`config.mk`:
```
export PLATFORM = sky130hd
export DESIGN_NAME = param_control_unit_flat
export DESIGN_NICKNAME = d
export VERILOG_FILES = /design/src/rtl/param_control_unit_pkg.sv /design/src/rtl/param_control_unit_if.sv /design/src/rtl/param_control_unit_reg_decode.sv /design/src/rtl/param_control_unit.sv /design/src/flat_wrapper.sv
export SDC_FILE = /design/constraint.sdc
export NUM_CORES = 1
export LEC_CHECK = 0
export CORE_UTILIZATION = 39
export DETAILED_ROUTE_END_ITERATION = 8
export GPL_TIMING_DRIVEN = 1
export HOLD_SLACK_MARGIN = 0.02
export PLACE_DENSITY = 0.8
export SYNTH_ARGS = -nofsm -noshare
export SYNTH_HDL_FRONTEND = slang
export SYNTH_SLANG_ARGS = --single-unit
```
`constraint.sdc`:
```
create_clock -name clk -period 1.9 [get_ports clk]
set_clock_uncertainty 0.2 [all_clocks]
set_input_delay 0.19 -clock clk [delete_from_list [all_inputs] [get_ports clk]]
set_output_delay 0.19 -clock clk [all_outputs]
set_load 0.03 [all_outputs]
```
`src/rtl/param_control_unit_pkg.sv`:
```
// rtl/param_control_unit_pkg.sv - opcodes, FSM state encoding, bus2 selects and field helpers for the control unit
package cu_pkg;

  // Instruction opcodes; anything at or above NUM_LEGAL_OPS is illegal.
  localparam int OP_NOP = 0;
  localparam int OP_ADD = 1;
  localparam int OP_SUB = 2;
  localparam int OP_AND = 3;
  localparam int OP_NOT = 4;
  localparam int OP_RD  = 5;
  localparam int OP_WR  = 6;
  localparam int OP_BR  = 7;
  localparam int OP_BRZ = 8;
  localparam int OP_HLT = 9;
  localparam int NUM_LEGAL_OPS = 10;

  // Controller states; codes 12..15 are unreachable and trap to IDLE with err.
  typedef enum logic [3:0] {
    S_IDLE = 4'd0,
    S_FET1 = 4'd1,
    S_FET2 = 4'd2,
    S_DEC  = 4'd3,
    S_EXEC = 4'd4,
    S_RD1  = 4'd5,
    S_RD2  = 4'd6,
    S_WR1  = 4'd7,
    S_WR2  = 4'd8,
    S_BR1  = 4'd9,
    S_BR2  = 4'd10,
    S_HALT = 4'd11
  } state_t;

  // bus2 source selects (code 3 is reserved and never driven).
  localparam logic [1:0] BUS2_ALU  = 2'd0;
  localparam logic [1:0] BUS2_BUS1 = 2'd1;
  localparam logic [1:0] BUS2_MEM  = 2'd2;

  // Width of the src/dst register fields for a given register count.
  function automatic int reg_field_w(input int num_regs);
    return (num_regs > 1) ? $clog2(num_regs) : 1;
  endfunction

  // Bit position of the opcode field LSB within the instruction word.
  function automatic int opcode_lsb(input int word_size, input int opcode_size);
    return word_size - opcode_size;
  endfunction

endpackage

```
`src/rtl/param_control_unit_if.sv`:
```
// rtl/param_control_unit_if.sv - control unit <-> datapath bundle; step exists only with CU_SINGLE_STEP_EN
interface param_control_unit_if #(
  parameter int WORD_SIZE   = 8,
  parameter int OPCODE_SIZE = 4,
  parameter int NUM_REGS    = 4,
  parameter int REG_AW      = $clog2(NUM_REGS)
);
  logic [WORD_SIZE-1:0]   instruction;
  logic                   zero;
  logic                   mem_ready;
`ifdef CU_SINGLE_STEP_EN
  logic                   step;
`endif
  logic [NUM_REGS-1:0]    load_reg;
  logic                   load_z;
  logic                   load_y;
  logic                   load_ir;
  logic                   load_addr_reg;
  logic                   load_pc;
  logic                   inc_pc;
  logic                   write;
  logic                   mem_req;
  logic [REG_AW:0]        sel_bus_1_mux;
  logic [1:0]             sel_bus_2_mux;
  logic [OPCODE_SIZE-1:0] alu_op;
  logic                   halted;
  logic                   err;

  modport master (
`ifdef CU_SINGLE_STEP_EN
    input  step,
`endif
    input  instruction, zero, mem_ready,
    output load_reg, load_z, load_y, load_ir, load_addr_reg, load_pc, inc_pc,
    output write, mem_req, sel_bus_1_mux, sel_bus_2_mux, alu_op, halted, err
  );

  modport slave (
`ifdef CU_SINGLE_STEP_EN
    output step,
`endif
    output instruction, zero, mem_ready,
    input  load_reg, load_z, load_y, load_ir, load_addr_reg, load_pc, inc_pc,
    input  write, mem_req, sel_bus_1_mux, sel_bus_2_mux, alu_op, halted, err
  );
endinterface

```
`src/rtl/param_control_unit_reg_decode.sv`:
```
// rtl/param_control_unit_reg_decode.sv - register index to one-hot load enable decoder
module cu_reg_decode #(
  parameter int NUM_REGS = 4,
  parameter int REG_AW   = 2
) (
  input  logic              en,
  input  logic [REG_AW-1:0] idx,
  output logic [NUM_REGS-1:0] onehot
);

  // One bit per register, all low unless enabled.
  always_comb begin
    onehot = '0;
    for (int i = 0; i < NUM_REGS; i++) begin
      if (en && (idx == REG_AW'(i))) onehot[i] = 1'b1;
    end
  end

endmodule

```
`src/rtl/param_control_unit.sv`:
```
// rtl/param_control_unit.sv - multicycle CPU control FSM; optional single-step fetch gate via CU_SINGLE_STEP_EN
module param_control_unit
  import cu_pkg::*;
#(
  parameter int WORD_SIZE   = 8,
  parameter int OPCODE_SIZE = 4,
  parameter int NUM_REGS    = 4,
  parameter int REG_AW      = $clog2(NUM_REGS)
) (
  input logic clk,
  input logic rst,
  param_control_unit_if.master cu
);

  localparam int OP_LSB = opcode_lsb(WORD_SIZE, OPCODE_SIZE);
  localparam logic [REG_AW:0] SEL1_PC = (REG_AW + 1)'(NUM_REGS);

  localparam logic [OPCODE_SIZE-1:0] OPC_NOP = OPCODE_SIZE'(OP_NOP);
  localparam logic [OPCODE_SIZE-1:0] OPC_ADD = OPCODE_SIZE'(OP_ADD);
  localparam logic [OPCODE_SIZE-1:0] OPC_SUB = OPCODE_SIZE'(OP_SUB);
  localparam logic [OPCODE_SIZE-1:0] OPC_AND = OPCODE_SIZE'(OP_AND);
  localparam logic [OPCODE_SIZE-1:0] OPC_NOT = OPCODE_SIZE'(OP_NOT);
  localparam logic [OPCODE_SIZE-1:0] OPC_RD  = OPCODE_SIZE'(OP_RD);
  localparam logic [OPCODE_SIZE-1:0] OPC_WR  = OPCODE_SIZE'(OP_WR);
  localparam logic [OPCODE_SIZE-1:0] OPC_BR  = OPCODE_SIZE'(OP_BR);
  localparam logic [OPCODE_SIZE-1:0] OPC_BRZ = OPCODE_SIZE'(OP_BRZ);
  localparam logic [OPCODE_SIZE-1:0] OPC_HLT = OPCODE_SIZE'(OP_HLT);

  generate
    if (OPCODE_SIZE + 2 * REG_AW > WORD_SIZE)
      $error("param_control_unit: opcode and register fields do not fit in WORD_SIZE");
    if ((NUM_REGS < 2) || ((NUM_REGS & (NUM_REGS - 1)) != 0))
      $error("param_control_unit: NUM_REGS must be a power of 2 and at least 2");
    if (REG_AW != reg_field_w(NUM_REGS))
      $error("param_control_unit: REG_AW must equal clog2(NUM_REGS)");
    if (OPCODE_SIZE < 4)
      $error("param_control_unit: OPCODE_SIZE too small for the opcode set");
    if (NUM_LEGAL_OPS > (1 << OPCODE_SIZE))
      $error("param_control_unit: opcode field cannot hold every legal opcode");
  endgenerate

  state_t state_q, state_d;
  logic   err_q, err_d;

  logic [OPCODE_SIZE-1:0] opcode;
  logic [REG_AW-1:0]      src;
  logic [REG_AW-1:0]      dst;
  logic                   fetch_go;
  logic                   unused_fields;

  logic                   reg_ld_en;
  logic [NUM_REGS-1:0]    load_reg_oh;
  logic                   addr_from_pc;
  logic                   load_z, load_y, load_ir, load_addr_reg, load_pc, inc_pc;
  logic                   write, mem_req, halted;
  logic [REG_AW:0]        sel_bus_1;
  logic [1:0]             sel_bus_2;
  logic [OPCODE_SIZE-1:0] alu_op;

  assign opcode = cu.instruction[OP_LSB +: OPCODE_SIZE];
  assign src    = cu.instruction[2*REG_AW-1 -: REG_AW];
  assign dst    = cu.instruction[REG_AW-1:0];
  // Wider words leave gap bits between the fields that nothing decodes.
  assign unused_fields = ^cu.instruction;

`ifdef CU_SINGLE_STEP_EN
  assign fetch_go = cu.step;
`else
  assign fetch_go = 1'b1;
`endif

  // State and sticky error registers; reset lands in IDLE with err clear.
  always_ff @(posedge clk or negedge rst) begin
    if (!rst) begin
      state_q <= S_IDLE;
      err_q   <= 1'b0;
    end else begin
      state_q <= state_d;
      err_q   <= err_d;
    end
  end

  // Next-state and datapath strobe decode; completion strobes wait for mem_ready.
  always_comb begin
    state_d       = state_q;
    err_d         = err_q;
    reg_ld_en     = 1'b0;
    addr_from_pc  = 1'b0;
    load_z        = 1'b0;
    load_y        = 1'b0;
    load_ir       = 1'b0;
    load_addr_reg = 1'b0;
    load_pc       = 1'b0;
    inc_pc        = 1'b0;
    write         = 1'b0;
    mem_req       = 1'b0;
    halted        = 1'b0;
    sel_bus_1     = '0;
    sel_bus_2     = BUS2_ALU;
    alu_op        = '0;

    case (state_q)
      S_IDLE: state_d = S_FET1;

      S_FET1: begin
        if (fetch_go) begin
          addr_from_pc = 1'b1;
          state_d      = S_FET2;
        end
      end

      S_FET2: begin
        mem_req   = 1'b1;
        sel_bus_2 = BUS2_MEM;
        if (cu.mem_ready) begin
          load_ir = 1'b1;
          inc_pc  = 1'b1;
          state_d = S_DEC;
        end
      end

      S_DEC: begin
        case (opcode)
          OPC_NOP: state_d = S_FET1;
          OPC_ADD, OPC_SUB, OPC_AND, OPC_NOT: begin
            sel_bus_1 = {1'b0, src};
            sel_bus_2 = BUS2_BUS1;
            load_y    = 1'b1;
            state_d   = S_EXEC;
          end
          OPC_RD: begin
            addr_from_pc = 1'b1;
            state_d      = S_RD1;
          end
          OPC_WR: begin
            addr_from_pc = 1'b1;
            state_d      = S_WR1;
          end
          OPC_BR: begin
            addr_from_pc = 1'b1;
            state_d      = S_BR1;
          end
          OPC_BRZ: begin
            if (cu.zero) begin
              addr_from_pc = 1'b1;
              state_d      = S_BR1;
            end else begin
              // Branch not taken: step the PC over the target address word.
              inc_pc  = 1'b1;
              state_d = S_FET1;
            end
          end
          OPC_HLT: state_d = S_HALT;
          default: begin
            err_d   = 1'b1;
            state_d = S_HALT;
          end
        endcase
      end

      S_EXEC: begin
        alu_op    = opcode;
        sel_bus_2 = BUS2_ALU;
        load_z    = 1'b1;
        reg_ld_en = 1'b1;
        state_d   = S_FET1;
      end

      S_RD1, S_WR1, S_BR1: begin
        mem_req   = 1'b1;
        sel_bus_2 = BUS2_MEM;
        if (cu.mem_ready) begin
          load_addr_reg = 1'b1;
          // Branch targets replace the PC, so only RD/WR advance past the address word.
          inc_pc = (state_q != S_BR1);
          case (state_q)
            S_RD1:   state_d = S_RD2;
            S_WR1:   state_d = S_WR2;
            default: state_d = S_BR2;
          endcase
        end
      end

      S_RD2: begin
        mem_req   = 1'b1;
        sel_bus_2 = BUS2_MEM;
        if (cu.mem_ready) begin
          reg_ld_en = 1'b1;
          state_d   = S_FET1;
        end
      end

      S_WR2: begin
        // write is held for the whole access, not just the ready cycle.
        mem_req   = 1'b1;
        sel_bus_1 = {1'b0, src};
        sel_bus_2 = BUS2_BUS1;
        write     = 1'b1;
        if (cu.mem_ready) state_d = S_FET1;
      end

      S_BR2: begin
        mem_req   = 1'b1;
        sel_bus_2 = BUS2_MEM;
        if (cu.mem_ready) begin
          load_pc = 1'b1;
          state_d = S_FET1;
        end
      end

      S_HALT: halted = 1'b1;

      default: begin
        err_d   = 1'b1;
        state_d = S_IDLE;
      end
    endcase

    if (addr_from_pc) begin
      sel_bus_1     = SEL1_PC;
      sel_bus_2     = BUS2_BUS1;
      load_addr_reg = 1'b1;
    end
  end

  cu_reg_decode #(
    .NUM_REGS (NUM_REGS),
    .REG_AW   (REG_AW)
  ) u_reg_decode (
    .en     (reg_ld_en),
    .idx    (dst),
    .onehot (load_reg_oh)
  );

  assign cu.load_reg      = load_reg_oh;
  assign cu.load_z        = load_z;
  assign cu.load_y        = load_y;
  assign cu.load_ir       = load_ir;
  assign cu.load_addr_reg = load_addr_reg;
  assign cu.load_pc       = load_pc;
  assign cu.inc_pc        = inc_pc;
  assign cu.write         = write;
  assign cu.mem_req       = mem_req;
  assign cu.sel_bus_1_mux = sel_bus_1;
  assign cu.sel_bus_2_mux = sel_bus_2;
  assign cu.alu_op        = alu_op;
  assign cu.halted        = halted;
  assign cu.err           = err_q;

endmodule

```
`src/flat_wrapper.sv`:
```
// flat-port wrapper written by rule: the top's interface ports become plain ports
module param_control_unit_flat import cu_pkg::*;
#(
  parameter int WORD_SIZE   = 8,
  parameter int OPCODE_SIZE = 4,
  parameter int NUM_REGS    = 4,
  parameter int REG_AW      = $clog2(NUM_REGS)
)
  (clk, rst, cu_instruction, cu_zero, cu_mem_ready, cu_load_reg, cu_load_z, cu_load_y, cu_load_ir, cu_load_addr_reg, cu_load_pc, cu_inc_pc, cu_write, cu_mem_req, cu_sel_bus_1_mux, cu_sel_bus_2_mux, cu_alu_op, cu_halted, cu_err);
  param_control_unit_if #(.WORD_SIZE(WORD_SIZE), .OPCODE_SIZE(OPCODE_SIZE), .NUM_REGS(NUM_REGS), .REG_AW(REG_AW)) cu_i ();
  input logic clk;
  input logic rst;
  input wire logic [$bits(cu_i.instruction)-1:0] cu_instruction;
  input wire logic [$bits(cu_i.zero)-1:0] cu_zero;
  input wire logic [$bits(cu_i.mem_ready)-1:0] cu_mem_ready;
  output wire logic [$bits(cu_i.load_reg)-1:0] cu_load_reg;
  output wire logic [$bits(cu_i.load_z)-1:0] cu_load_z;
  output wire logic [$bits(cu_i.load_y)-1:0] cu_load_y;
  output wire logic [$bits(cu_i.load_ir)-1:0] cu_load_ir;
  output wire logic [$bits(cu_i.load_addr_reg)-1:0] cu_load_addr_reg;
  output wire logic [$bits(cu_i.load_pc)-1:0] cu_load_pc;
  output wire logic [$bits(cu_i.inc_pc)-1:0] cu_inc_pc;
  output wire logic [$bits(cu_i.write)-1:0] cu_write;
  output wire logic [$bits(cu_i.mem_req)-1:0] cu_mem_req;
  output wire logic [$bits(cu_i.sel_bus_1_mux)-1:0] cu_sel_bus_1_mux;
  output wire logic [$bits(cu_i.sel_bus_2_mux)-1:0] cu_sel_bus_2_mux;
  output wire logic [$bits(cu_i.alu_op)-1:0] cu_alu_op;
  output wire logic [$bits(cu_i.halted)-1:0] cu_halted;
  output wire logic [$bits(cu_i.err)-1:0] cu_err;
  assign cu_i.instruction = cu_instruction;
  assign cu_i.zero = cu_zero;
  assign cu_i.mem_ready = cu_mem_ready;
  assign cu_load_reg = cu_i.load_reg;
  assign cu_load_z = cu_i.load_z;
  assign cu_load_y = cu_i.load_y;
  assign cu_load_ir = cu_i.load_ir;
  assign cu_load_addr_reg = cu_i.load_addr_reg;
  assign cu_load_pc = cu_i.load_pc;
  assign cu_inc_pc = cu_i.inc_pc;
  assign cu_write = cu_i.write;
  assign cu_mem_req = cu_i.mem_req;
  assign cu_sel_bus_1_mux = cu_i.sel_bus_1_mux;
  assign cu_sel_bus_2_mux = cu_i.sel_bus_2_mux;
  assign cu_alu_op = cu_i.alu_op;
  assign cu_halted = cu_i.halted;
  assign cu_err = cu_i.err;
  param_control_unit #(.WORD_SIZE(WORD_SIZE), .OPCODE_SIZE(OPCODE_SIZE), .NUM_REGS(NUM_REGS), .REG_AW(REG_AW)) u_core (.clk(clk), .rst(rst), .cu(cu_i));
endmodule
```
==> impl_results.md <==
* Status: finished with violations
* Failing checks: DRC, setup timing
* Initial antenna violation count at 0
* FF-to-FF path depth at 5
* Fraction of layout cells with a size suffix above 1 at 47.3%
* Avg Inst Size Synth at between 7 and 8 um2
* Chip Width at between 40 and 50 um
* Drt drc at 2
* Rel. slew slack at 79.0%
* Final Critical Period at ~2 ns
* DP Area at between 1000 and 1500 um2
* CTS sink cnt at 5
* Worst vdd ir at 0.913 mV
* Worst setup margin at -0.144 ns
* Critical Path Source Type: flip-flop
* CP Max Fanout at 2
* Worst EP arrival at 1.65 ns
* Vias in the first global route at 824
* Pwr/cell area at 1470 nW/um2
* DRT antenna net count at 0
* Worst slew pin tran at 0.311 ns
* Largest net degree at the start of global routing at 22
* CTS tree: done
* FF-to-FF End: u_core.state_q[3]$_DFFE_PN0P_
* Number of distinct library cells after synthesis at 38
* Io pins at 35
* Clock Latency Late Sink at between 0.2 and 0.3 ns
* Grt total ovfl at 0
* Iteration-0 DRC Markers at 27
* Count of input and output buffers at 34
* Syn nets at 109
* Gr usage total at 25.8%
* Post-Synthesis Cell Area at 684 um2
* CP Capture Type: output pin
* Dominant cells by area after synthesis: dfrtp_1, nor2_1, buf_2
* Most common cell after layout, fill and taps aside: buf_4
* Max-cap violation count at 0
* RSZ-0062 raised after global routing: yes
* Worst hold start: u_core.cu.err$_DFFE_PN0P_
* WL final at between 2000 and 2500 um
* WL per Instance at around 15 um
* Hold path depth at 2
* Hold endpoint: u_core.cu.err$_DFFE_PN0P_
* Drt pass-1 iters at 9
* Register area share after synthesis at 18.3%
* # setup viols final at 11
* Final net count at 159
* Area leader, netlist: dfrtp_1
* Antenna Cells at 0
* Die Footprint at 1930 um2
* Design Area, Final at 1300 um2
* Number of CTS-inserted buffers at 3
* Pleak at 0.000603 uW
* Die span in y at 43.9 um
* First-pass GRT wire length at 3530 um
* Yosys warns at 0
* Seq cells post-synth at 5
* Reg clk slew, reported paths at 0.04 ns
* Final HPWL from detailed placement at around 1500 um
* Gp weighted congestion at 0.848
* CTS root buf: clkbuf_4
* Slew Limit Fails at 0
* Commonest non-fill, non-tap cells in the layout: buf_4, buf_6, inv_1, clkdlybuf4s50_1, nor2_1
* Maximum level of the CTS H-tree at 1
* Crit path kind: reg -> out
* Hold crit path type: reg -> reg
* Initial core utilization at 43.4%
* Cells after Synth at 97
* Share of the synthesized area in the top cell type at around 18%
* Routed vias/inst at 5.60
* Final core utilization at 82.5%
* Vias at 908
* CORE AREA at 1580 um2
* Tcrit/Tclk final at 108%
* Reg-to-reg setup timing slack at 0.34 ns
* Max Fclk at 489 MHz
* Fin. Hold Viols at 0
* RR Startpoint: u_core.state_q[3]$_DFFE_PN0P_
* Syn-to-layout area delta at 89.9%
* Critical Path RT at 1.51 ns
* Max clock buf depth at 2
* Site Rows at 14
* Filler cell count at 113
## worst max-delay path, stage by stage, from the launching register on
cell and delay, ns:
dfrtp_1 0.38, buf_6 0.12, nand2b_4 0.13, or4_4 0.50, nor2_2 0.13, buf_6 0.13
## flip-flops by register name, indices dropped and copies added, names as in the netlist
| register | cells |
|---|---|
| u_core.cu.err | 1 |
| u_core.state_q | 4 |
## how the worst max path moves through the flow
stage	slack, ns	from	cells after the start	end
after floorplan	-0.23	u_core.state_q[3]$_DFFE_PN0P_	4	cu_sel_bus_1_mux[0]
after global placement	-0.24	cu_instruction[5]	5	cu_load_y
after detailed placement	-0.26	cu_instruction[5]	5	cu_load_y
after CTS	-0.13	u_core.state_q[3]$_DFFE_PN0P_	5	cu_load_reg[0]
after global routing	-0.21	u_core.state_q[1]$_DFFE_PN0P_	5	cu_load_reg[0]
final	-0.14	u_core.state_q[3]$_DFFE_PN0P_	5	cu_load_reg[0]
## final cells by class
| cell class | instances | area, um2 | share of cell area [%] |
|---|---|---|---|
| clock buffers | 4 | 26.3 | 2.02 |
| well taps | 16 | 20.0 | 1.54 |
| repair buffers | 55 | 514 | 39.6 |
| inverters | 9 | 33.8 | 2.60 |
| flip-flops and latches | 5 | 125 | 9.62 |
| multi-input cells | 73 | 581 | 44.7 |
## synthesized netlist by cell type, drive strengths merged
| cell | count |
|---|---|
| nand4 | 1 |
| and4bb | 1 |
| nor3 | 3 |
| o32ai | 2 |
| a211oi | 1 |
| o211a | 1 |
| a31oi | 3 |
| or3 | 1 |
| o311ai | 1 |
| o21a | 2 |
| nor2b | 4 |
| nand2 | 8 |
| and3 | 2 |
| buf | 9 |
| o221a | 1 |
| a21boi | 2 |
| o211ai | 1 |
| nor4 | 4 |
| a32o | 1 |
| inv | 9 |
| o21ba | 1 |
| clkbuf | 1 |
| nand2b | 2 |
| dfrtp | 5 |
| and4b | 1 |
| o22ai | 2 |
| nor2 | 10 |
| o31ai | 1 |
| or4 | 1 |
| a21oi | 5 |
| a2111o | 1 |
| o32a | 1 |
| nor3b | 1 |
| o21ai | 6 |
| and2 | 2 |
## timing repair
action	in CTS	in global routing
hold endpoints to repair	5	0
hold buffers	1	0
gates resized for setup	27	25
pin swaps	8	6
endpoints found under the setup margin	13	16
setup buffers	5	1
## stage by stage
| step | worst slack, ns | cells | total power (uW) | hold slack [ns] | setup TNS, ns |
|---|---|---|---|---|---|
| 2_1_floorplan | -0.233 | 97 | 1050 | -0.306 | -0.640 |
| 3_3_place_gp | -0.243 | 151 | 1440 | 0.215 | -0.874 |
| 3_5_place_dp | -0.263 | 151 | 1450 | 0.219 | -1.05 |
| 4_1_cts | -0.127 | 161 | 1780 | 0.293 | -0.412 |
| 5_1_grt | -0.205 | 162 | 2030 | 0.324 | -2.00 |
| 6_report | -0.144 | 162 | 1900 | 0.291 | -0.863 |
## where the power goes
group	total, uW	internal (uW)	switching [uW]	leakage [uW]
Clock	132	79.9	52.2	0.0000150
Sequential	174	150	24.6	0.0000565
Combinational	1600	681	917	0.000532
Total	1900	911	994	0.000603
## cells by family (layout without fill, tap and decap cells)
logic type             after synthesis  after routing  share of synthesized area [%]
AND/OR/NAND/NOR                     41             41                           32.9
AO/OA/AOI/OAI                       32             32                           35.3
buffers and inverters               19             68                           13.5
flip-flops                           5              5                           18.3
## per-layer routing
metal | vias up | global-route usage, % | part of all wire [%]
met5 | - | 0 | 0
met3 | 4 | 6.67 | 5.0
met2 | 29 | 44.8 | 52
met4 | 0 | 13.9 | 1.8
met1 | 422 | 28.6 | 41
li1 | 453 | - | -
(Power assumes the default switching activity.)
